<file path="src/rtl/clk_phase_gen.sv">
// clk_phase_gen: programmable generated clock (period/high/phase) from mclk.
// New configs are staged and only go live at a period boundary.
module clk_phase_gen #(
    parameter int W          = 8,
    parameter int DEF_PERIOD = 2,
    parameter int DEF_HIGH   = 1,
    parameter int DEF_PHASE  = 0
) (
    input  logic         mclk,
    input  logic         rst_n,
    input  logic         en,
    input  logic         cfg_valid,
    output logic         cfg_ready,
    input  logic [W-1:0] cfg_period,
    input  logic [W-1:0] cfg_high,
    input  logic [W-1:0] cfg_phase,
    output logic         cfg_err,
    output logic         gclk,
    output logic         gclk_rise,
    output logic         busy,
    output logic [15:0]  per_cnt
);
    typedef enum logic [1:0] {IDLE, ALIGN, RUN} state_t;

    state_t       state, state_n;
    logic [W-1:0] cnt, cnt_n;
    logic [W-1:0] act_per, act_high, act_phase;
    logic [W-1:0] act_per_n, act_high_n, act_phase_n;
    logic [W-1:0] pend_per, pend_high, pend_phase;
    logic [W-1:0] pend_per_n, pend_high_n, pend_phase_n;
    logic         pend_full, pend_full_n;
    logic         gclk_n, rise_n, err_n;
    logic [15:0]  per_cnt_n;
    logic         accept, cfg_ok, at_end;

    assign cfg_ready = ~pend_full;
    assign busy      = (state != IDLE);
    assign accept    = cfg_valid & cfg_ready;
    assign cfg_ok    = (cfg_period >= W'(2)) && (cfg_high != '0) &&
                       (cfg_high < cfg_period) && (cfg_phase < cfg_period);
    assign at_end    = (state == RUN) && (cnt == act_per - W'(1));

    always_comb begin
        state_n      = state;
        cnt_n        = cnt;
        gclk_n       = 1'b0;
        rise_n       = 1'b0;
        err_n        = 1'b0;
        per_cnt_n    = per_cnt;
        act_per_n    = act_per;
        act_high_n   = act_high;
        act_phase_n  = act_phase;
        pend_per_n   = pend_per;
        pend_high_n  = pend_high;
        pend_phase_n = pend_phase;
        pend_full_n  = pend_full;

        unique case (state)
            IDLE: begin
                if (en) begin
                    state_n   = ALIGN;
                    cnt_n     = act_phase;
                    per_cnt_n = '0;
                end
            end
            ALIGN: begin
                if (!en) begin
                    state_n = IDLE;
                end else if (cnt == '0) begin
                    state_n = RUN;
                    gclk_n  = 1'b1;
                    rise_n  = 1'b1;
                end else begin
                    cnt_n = cnt - W'(1);
                end
            end
            RUN: begin
                if (at_end) begin
                    cnt_n = '0;
                    if (per_cnt != 16'hFFFF)
                        per_cnt_n = per_cnt + 16'd1;
                    if (en) begin
                        gclk_n = 1'b1;
                        rise_n = 1'b1;
                    end else begin
                        state_n = IDLE;
                    end
                end else begin
                    cnt_n  = cnt + W'(1);
                    gclk_n = (cnt_n < act_high);
                end
            end
            default: state_n = IDLE;
        endcase

        // staged config must not be stranded when leaving for IDLE
        if (pend_full && (at_end || (state == ALIGN && !en))) begin
            act_per_n   = pend_per;
            act_high_n  = pend_high;
            act_phase_n = pend_phase;
            pend_full_n = 1'b0;
        end

        if (accept) begin
            if (!cfg_ok) begin
                err_n = 1'b1;
            end else if (state == IDLE) begin
                act_per_n   = cfg_period;
                act_high_n  = cfg_high;
                act_phase_n = cfg_phase;
            end else begin
                pend_per_n   = cfg_period;
                pend_high_n  = cfg_high;
                pend_phase_n = cfg_phase;
                pend_full_n  = 1'b1;
            end
        end
    end

    always_ff @(posedge mclk) begin
        if (!rst_n) begin
            state      <= IDLE;
            cnt        <= '0;
            gclk       <= 1'b0;
            gclk_rise  <= 1'b0;
            cfg_err    <= 1'b0;
            per_cnt    <= '0;
            act_per    <= W'(DEF_PERIOD);
            act_high   <= W'(DEF_HIGH);
            act_phase  <= W'(DEF_PHASE);
            pend_per   <= '0;
            pend_high  <= '0;
            pend_phase <= '0;
            pend_full  <= 1'b0;
        end else begin
            state      <= state_n;
            cnt        <= cnt_n;
            gclk       <= gclk_n;
            gclk_rise  <= rise_n;
            cfg_err    <= err_n;
            per_cnt    <= per_cnt_n;
            act_per    <= act_per_n;
            act_high   <= act_high_n;
            act_phase  <= act_phase_n;
            pend_per   <= pend_per_n;
            pend_high  <= pend_high_n;
            pend_phase <= pend_phase_n;
            pend_full  <= pend_full_n;
        end
    end
endmodule

</file>
<file path="config.mk">
export PLATFORM = sky130hd
export DESIGN_NAME = clk_phase_gen
export DESIGN_NICKNAME = d
export VERILOG_FILES = /design/src/rtl/clk_phase_gen.sv
export SDC_FILE = /design/constraint.sdc
export NUM_CORES = 1
export LEC_CHECK = 0
export BUFFER_PORTS_ARGS = -buffer_cell sky130_fd_sc_hd__buf_2
export CAP_MARGIN = 20
export CORE_ASPECT_RATIO = 0.9
export CORE_MARGIN = 2
export CORE_UTILIZATION = 59
export DETAILED_ROUTE_END_ITERATION = 8
export GPL_TIMING_DRIVEN = 1
export MAX_ROUTING_LAYER = met4
export PLACE_DENSITY_LB_ADDON = 0.08
export SYNTH_ARGS = -nofsm -noshare
export SYNTH_HDL_FRONTEND = slang
export SYNTH_SLANG_ARGS = --single-unit
</file>
<file path="constraint.sdc">
create_clock -name mclk -period 3.58 [get_ports mclk]
set_clock_uncertainty 0.05 [all_clocks]
set_input_delay 0.716 -clock mclk [delete_from_list [all_inputs] [get_ports mclk]]
set_output_delay 0.716 -clock mclk [all_outputs]
set_load 0.01 [all_outputs]
</file>
# Word level (Yosys, flattened, before mapping)
# Cells that the tools add are included.
# word_totals
regBits	78
elab_cells	93
inputBits	28
# op_classes
addsub	4
n_lt_le_gt_ge	4
reduce_logical	19
n_bitwise	3
n_mux	39
n_eq_ne	11
# op_table
op	n
$mux W8	16
$mux W16	3
$pmux W16 S2	1
$lt A8 B8 Y1	3
$pmux W8 S3	1
$add A16 B1 Y16 const B	1
$ne A16 B16 Y1 const B	1
$sub A8 B1 Y8 const B	2
$reduce_and A4 Y1	3
$mux W1	10
$mux W2	5
$ne A2 B2 Y1 const B	5
$add A8 B1 Y8 const B	1
$eq A8 B8 Y1	1
$ge A8 B2 Y1 const B	1
$logic_not A8 Y1	1
$reduce_bool A8 Y1	1
$logic_and A1 B1 Y1	6
$pmux W2 S3	1
$pmux W1 S2	2
$reduce_bool A2 Y1	2
$ne A3 B3 Y1 const B	1
$reduce_and A3 Y1	1
$reduce_bool A3 Y1	1
9 further kinds	10

# Depth between registers and ports, before layout
# Gate-level depths: netlist of the first run.
# logic_depth
ltp_word	9
depth_mapped	12
depth_no_buf	10

# Least setup slack after synthesis of the first run
# No wires, ideal clock.
# synth_timing
path_kind	input to register
start	input port cfg_period[7]
end	register act_high[1]
setup_time_ns	0.071
t_arrival_ns	2.625
path_buffers	2
required_ns	3.459
stages	11
setup_slack_ns	0.834
cell_sequence	inv_1 > ha_1 > a211o_1 > a21oi_1 > o2111ai_1 > a211oi_1 > o21a_1 > and2_1 > clkbuf_1 > clkbuf_1 > o2bb2ai_1
# synth_between
elab_chain_len	6
# synth_rtl
element	line_no	rtl
from (decl)	14	input logic [W-1:0] cfg_period,
$ge A8 B2 Y1	39	assign cfg_ok = (cfg_period >= W'(2)) && (cfg_high != '0) &&
$logic_and A1 B1 Y1 (2 in series)	39	
$logic_and A1 B1 Y1 (*)	40	(cfg_high < cfg_period) && (cfg_phase < cfg_period);
$mux W8 (*)	105	if (!cfg_ok) begin
$mux W8 (*)	104	if (accept) begin
to (signal assigned)	129	act_high <= W'(DEF_HIGH);
to (signal assigned)	143	act_high <= act_high_n;
to (decl)	27	logic [W-1:0] act_per, act_high, act_phase;
# Every way passes the cells marked *; elsewhere a longest branch is shown, timed or not.
# A chain may end at the register's enable or synchronous reset.

# Worst setup path after layout of the first run
# layout_timing
start	register act_per[0]
end	register act_phase[6]
# layout_between
elab_chain_len	9
# layout_rtl
element	line_no	rtl
from (decl)	27	
from (signal assigned)	128	act_per <= W'(DEF_PERIOD);
from (signal assigned)	142	act_per <= act_per_n;
$sub A8 B1 Y8 (*)	41	assign at_end = (state == RUN) && (cnt == act_per - W'(1));
$eq A8 B8 Y1 (*)	41	
$logic_and A1 B1 Y1 (*)	41	
$logic_or A1 B1 Y1 (*)	97	if (pend_full && (at_end || (state == ALIGN && !en))) begin
$logic_and A1 B1 Y1 (*)	97	
$mux W8 (*)	97	
$mux W8	107	end else if (state == IDLE) begin
$mux W8	105	
$mux W8 (*)	104	
to (signal assigned)	130	act_phase <= W'(DEF_PHASE);
to (signal assigned)	144	act_phase <= act_phase_n;
to (decl)	27	
# Marks and branches as above.

==> flow_summary.yaml, run 1 <==
clock_network:
  postCtsSetupBuffers: 0
  worst_path_clk_slew_ps: 80
  tritoncts: "yes"
  clkLatencyLatePin_ps: 360
  cts_htree_levels: 3
  ctsLongestPathBuffers: 2
  post_cts_resize_count: 0
  cts_num_sinks: 78
  cts-hold-fix-buffers: 0
  cts-root-buf: "sky130_fd_sc_hd__clkbuf_8"
  cts_buffers: 9
timing:
  total_count_of_max_transition_violations_in_the_final_report: 0
  timing.final.crit_share_pct: 87.8
  clock.fmax_mhz: 318
  max_slew_margin_pct: 36.7
  final-setup-viol-count: 0
  worstMarginPinSlew_ps: 950
  fin_crit_ps: 3140
  grt_setup_unrepaired: "false"
  timing.setup.tns_ps: 0
  final.setup.worst_slack_ps: 436
  timing_hold_violations_final: 0
route:
  dr.pass1.iters: 5
  post_drt_via_cell_ratio: 6.17
  routed_wirelength_um: 11500
  drc_errors: 0
  routedWlPerCell_um: 17.7
  vias: 4007
  final_antenna_net_count: 0
  drt_iter0_markers: 220
pwr:
  internal_power_w: 0.00175
  cellLeakagePower_nw: 2.09
  switching_share_pct: 39.3
  power.share.combinational_pct: 37.7
  pwr-share-clk_pct: 24.2
  largest_voltage_drop_on_the_vdd_net_uv: 453
  power-per-cell-area_nw_per_um2: 569
  netSwitchingPower_w: 0.00113
  share_seq_of_total_power_pct: 38.1
  design_power_total_w: 0.00287
setup_path:
  cp_data_required_time_ps: 3770
  worstPathArrival_ps: 3340
  worst_setup_path_end_kind: "register"
  worstPathMaxFanout: 17
  setup_crit_start_kind: "register"
  path_class: "register to register"
global_routing:
  antenna_found_initial: 0
  grt_pass1_vias: 3796
  grt_start_max_net_pins: 26
  overflow: 0
  grtUsageTotal_pct: 29.8
  grt_pass1_wl_um: 18700
synthesis:
  netlist.top_cell.by_area: "sky130_fd_sc_hd__dfxtp_1"
  post_synth_inst_count: 512
  synth_top_cell_area_share_pct: 34.4
  yosys.cell_types.count: 54
  synth_async_sr_flop_share_pct: 0
  synth_edf_count: 0
  syn-cell-area_um2: 4540
  syn_area_per_cell_um2: 8.87
  synth_seq_area_share_pct: 34.4
  yosys_warnings: 0
  ys_seq_elements: 78
  synth-main-ff-cell: "sky130_fd_sc_hd__dfxtp_1"
  yosys-top-cells-area: "sky130_fd_sc_hd__dfxtp_1 34%, sky130_fd_sc_hd__mux2i_1 10%, sky130_fd_sc_hd__ha_1 8.3%, sky130_fd_sc_hd__o2bb2ai_1 4.2%, sky130_fd_sc_hd__a21oi_1 3.1%"
  syn_nets: 570
floorplanning:
  dieArea_um2: 8410
  i_o_pin_total: 49
  die_height_um: 87.2
  initial_core_util_pct: 60.5
  die_w_um: 96.5
  fp.coreArea_um2: 7510
  rows: 30
place:
  dpl-instance-area_um2: 4840
  placer_congestion_estimate: 0.890
  numPortBuffers: 48
  detailedPlacementHpwl_um: 8470
  detailedPlace.worstSlack_ps: 449
outcome:
  status: "complete, no violations"
layout:
  mostFrequentLayoutCell: "sky130_fd_sc_hd__dfxtp_1"
  fin_nets: 606
  num_antenna_cells: 0
  fin_area_um2: 5050
  final_cell_mix: "78 x sky130_fd_sc_hd__dfxtp_1, 48 x sky130_fd_sc_hd__buf_2, 47 x sky130_fd_sc_hd__mux2i_1, 35 x sky130_fd_sc_hd__nor2_1, 31 x sky130_fd_sc_hd__inv_1"
  finish.utilization_pct: 67.3
  drive_gt1_share_pct: 14.3
  area_growth_pct: 11.3
flow_run:
  max_cap_violations: 0
worst_hold_path:
  hold_path.class: "register to register"
==> metrics by stage <==
stage | hold WS [ps] | cells
detailed placement | 432 | 633
global route | 467 | 649
global placement | 423 | 633
floorplan | 409 | 512
finish | 450 | 649
CTS | 443 | 649
==> power groups by stage <==
| stage | combinational (W) | sequential (W) | clock [W] |
|---|---|---|---|
| after floorplan | 0.000889 | 0.00102 | 0 |
| after CTS | 0.00108 | 0.00109 | 0.000704 |
| after detailed placement | 0.00107 | 0.00111 | 0 |
| final | 0.00108 | 0.00109 | 0.000696 |
| after global placement | 0.00103 | 0.00111 | 0 |
| after global routing | 0.00122 | 0.00111 | 0.000738 |
==> worst max-delay path: stages, from the launching register on <==
cell and delay, ps:
sky130_fd_sc_hd__dfxtp_1 470, sky130_fd_sc_hd__inv_1 90, sky130_fd_sc_hd__ha_1 300, sky130_fd_sc_hd__xor2_1 230
sky130_fd_sc_hd__xnor2_1 140, sky130_fd_sc_hd__a32oi_1 100, sky130_fd_sc_hd__or3_1 440, sky130_fd_sc_hd__o32ai_4 270
sky130_fd_sc_hd__buf_4 350, sky130_fd_sc_hd__buf_4 280, sky130_fd_sc_hd__mux2i_1 210, sky130_fd_sc_hd__o2bb2ai_1 100
==> per-layer routing <==
metal	share of wire [%]	vias to the layer above	track usage [%]
met3	4.7	14	4.76
li1	-	1969	-
met1	48	1927	40.6
met2	46	97	46.0
met5	0	-	-
met4	1.4	0	8.19
==> cell usage after synthesis, drive strengths merged (3+ instances only) <==
cell      n
dfxtp    78
mux2i    47
nor2     35
inv      31
ha       30
a21oi    28
clkbuf   24
nand2    24
nand3    23
o2bb2ai  22
o21ai    13
or4      13
o31ai    12
xnor2    12
nor3     10
xor2     10
a31oi     9
buf       9
nand4     9
and3      6
nor4      6
a211oi    5
nor2b     5
o21a      5
a21o      4
nand2b    4
o2111ai   4
o211ai    3
==> path summary, 6_finish.rpt <==
check / start / end / slack, ps / cells after the start
setup / recovery: act_per[0] / act_phase[6] / 440 / 11
hold / removal: per_cnt[10] / per_cnt[10] / 450 / 2
setup reg to reg: act_per[0] / act_phase[6] / 440 / 11
hold reg to reg: per_cnt[10] / per_cnt[10] / 450 / 2
==> registers in the layout, indices dropped and copies added, names as in the netlist <==
signal,count
pend_per,8
gclk_rise,1
per_cnt,16
pend_high,8
act_high,8
state,2
act_phase,8
pend_phase,8
cnt,8
act_per,8
gclk,1
pend_full,1
cfg_err,1
==> cells by family after synthesis <==
family / share of synthesized area (%)
simple gates: 16.5
compound gates: 19.9
flops: 34.4
buf+inv: 5.81
mux: 10.9
fa+ha+maj: 8.27
xor+xnor: 4.24
==> area by class of cell <==
type                    instances  area [um^2]
fillers                       637         2450
multi-input cells             370         2720
inverters                      31          116
flip-flops and latches         78         1560
clock buffers                  10          138
well taps                      96          120
clock inverters                 6         70.1
repair buffers                 58          328
No activity file was read; power rests on OpenSTA's default activity.
==> run 2, diff against run 1 <==
--- a/config.mk
+++ b/config.mk
@@ -13,7 +13,7 @@
 export DETAILED_ROUTE_END_ITERATION = 8
 export GPL_TIMING_DRIVEN = 1
 export MAX_ROUTING_LAYER = met4
-export PLACE_DENSITY_LB_ADDON = 0.08
+export PLACE_DENSITY = 0.8
 export SYNTH_ARGS = -nofsm -noshare
 export SYNTH_HDL_FRONTEND = slang
 export SYNTH_SLANG_ARGS = --single-unit
==> run 2 against run 1 <==
  * Final cell count up 0.15%
  * Sequential power is essentially flat
  * Critical path depth decreased by 1
  * Global-route usage is 0.18 points lower
  * Fmax shrank 3.3%
  * Sequential cell count stayed put
  * Hold slack worse by 3.3 ps
  * Clock-buffer cell count decreased by 1
  * Via count is 2.2% higher
  * Largest power group unchanged
  * Highest routed layer unchanged
==> flow_summary.yaml, run 2 (synthesized netlist as in run 1, its figures left out) <==
outcome:
  status: "complete, no violations"
route:
  drt_iter0_markers: 369
  routedWlPerCell_um: 17.6
  drc_errors: 0
  dr.pass1.iters: 5
  routed_wirelength_um: 11400
  vias: 4095
  post_drt_via_cell_ratio: 6.30
  final_antenna_net_count: 0
timing:
  grt_setup_unrepaired: "false"
  timing.final.crit_share_pct: 90.8
  final-setup-viol-count: 0
  total_count_of_max_transition_violations_in_the_final_report: 0
  worstMarginPinSlew_ps: 912
  fin_crit_ps: 3250
  max_slew_margin_pct: 39.2
  timing_hold_violations_final: 0
  clock.fmax_mhz: 307
  timing.setup.tns_ps: 0
layout:
  area_growth_pct: 11.1
  finish.utilization_pct: 67.2
  num_antenna_cells: 0
  n_fill_cell: 629
  final_cell_mix: "78 x sky130_fd_sc_hd__dfxtp_1, 48 x sky130_fd_sc_hd__buf_2, 47 x sky130_fd_sc_hd__mux2i_1, 35 x sky130_fd_sc_hd__nor2_1, 31 x sky130_fd_sc_hd__inv_1"
  mostFrequentLayoutCell: "sky130_fd_sc_hd__dfxtp_1"
  drive_gt1_share_pct: 14.4
  fin_nets: 607
  registers.top_by_ff_count: "per_cnt"
  instances_no_fill: 650
  largest_register_ff_count: 16
  fin_area_um2: 5040
clock_network:
  clkLatencyLatePin_ps: 370
  cts_num_sinks: 78
  ctsLongestPathBuffers: 2
  post_cts_resize_count: 0
  cts-hold-fix-buffers: 0
  tritoncts: "yes"
  worst_path_clk_slew_ps: 100
  cts-root-buf: "sky130_fd_sc_hd__clkbuf_8"
  cts_htree_levels: 3
  postCtsSetupBuffers: 0
  cts_buffers: 9
place:
  numPortBuffers: 48
  placed_cells_incl_taps: 634
  detailedPlacementHpwl_um: 8300
  dpl-instance-area_um2: 4840
  placer_congestion_estimate: 0.965
setup_path:
  setup_crit_start_kind: "register"
  worst-r2r-setup-slack_ps: 330
  rr_startpoint: "act_per[0]"
  cp_data_required_time_ps: 3780
  worst_setup_path_end_kind: "register"
  r2r_cells: 10
  worstPathArrival_ps: 3450
  worstPathMaxFanout: 10
  reg2reg_to: "act_high[3]"
  path_class: "register to register"
worst_hold_path:
  holdPathStages: 2
  holdCritStartpoint: "per_cnt[10]"
  hold_path.class: "register to register"
  hold-path-endpoint: "per_cnt[10]"
floorplanning:
  dieArea_um2: 8410
  initial_core_util_pct: 60.5
  i_o_pin_total: 49
  fp.coreArea_um2: 7510
  die_w_um: 96.5
  rows: 30
  die_height_um: 87.2
global_routing:
  grtUsageTotal_pct: 29.6
  overflow: 0
  antenna_found_initial: 0
  grt_start_max_net_pins: 26
  grt_pass1_vias: 3860
  grt_pass1_wl_um: 18700
pwr:
  power-per-cell-area_nw_per_um2: 574
  largest_voltage_drop_on_the_vdd_net_uv: 445
  cellLeakagePower_nw: 2.10
  design_power_total_w: 0.00289
flow_run:
  max_cap_violations: 0
[run 2: cell count changes in the layout (fill, tap and decap cells not counted), sizes merged]
cell	delta
buf	+1
clkinv	+1
inv	+2
clkbuf	-1
clkinvlp	-2
[run 2: cell type report]
class	count	area (um^2)	share of cell area, %
clock buffers	9	124	2.46
clock inverters	7	80.1	1.59
inverters	31	116	2.31
multi-input cells	370	2720	53.9
flip-flops and latches	78	1560	31.0
well taps	96	120	2.38
repair buffers	59	323	6.40
[run 2: power by group]
group | leakage, nW | internal, W | switching, W
Sequential | 0.633 | 0.000955 | 0.000147
Clock | 0.102 | 0.000332 | 0.000367
Combinational | 1.36 | 0.000444 | 0.000649
Total | 2.10 | 0.00173 | 0.00116
[run 2: how the worst max path moves through the flow]
stage	startpoint	to	cells past startpoint	slack, ps
6_report	act_per[0]	act_high[3]	10	330
5_1_grt	act_per[0]	act_high[3]	10	100
4_1_cts	act_per[0]	act_high[3]	10	330
3_5_place_dp	act_per[0]	act_phase[4]	10	420
3_3_place_gp	act_per[0]	act_high[4]	10	630
2_1_floorplan	cfg_period[7]	act_high[1]	11	830
[run 2: per-layer routing]
| layer | global-route usage, % | vias up | routed length (um) |
|---|---|---|---|
| met5 | - | - | 0 |
| met4 | 10.8 | 0 | 313 |
| met3 | 6.75 | 28 | 686 |
| met2 | 46.1 | 149 | 5330 |
| met1 | 37.7 | 1953 | 5090 |
| li1 | - | 1965 | - |
[run 2: metrics by stage]
| stage | hold WS (ps) | setup slack, ps |
|---|---|---|
| final | 447 | 328 |
| after global routing | 476 | 104 |
| after global placement | 424 | 631 |
| after detailed placement | 436 | 423 |
| after CTS | 447 | 333 |
| after floorplan | 409 | 834 |
[run 2: critical path, stage by stage (launching register included)]
cell and delay (ps):
sky130_fd_sc_hd__dfxtp_1 460, sky130_fd_sc_hd__inv_1 80, sky130_fd_sc_hd__ha_1 310, sky130_fd_sc_hd__xor2_1 210
sky130_fd_sc_hd__xnor2_1 210, sky130_fd_sc_hd__a32oi_1 130, sky130_fd_sc_hd__or3_1 450, sky130_fd_sc_hd__o32ai_4 580
sky130_fd_sc_hd__buf_4 320, sky130_fd_sc_hd__mux2i_1 240, sky130_fd_sc_hd__o2bb2ai_1 90
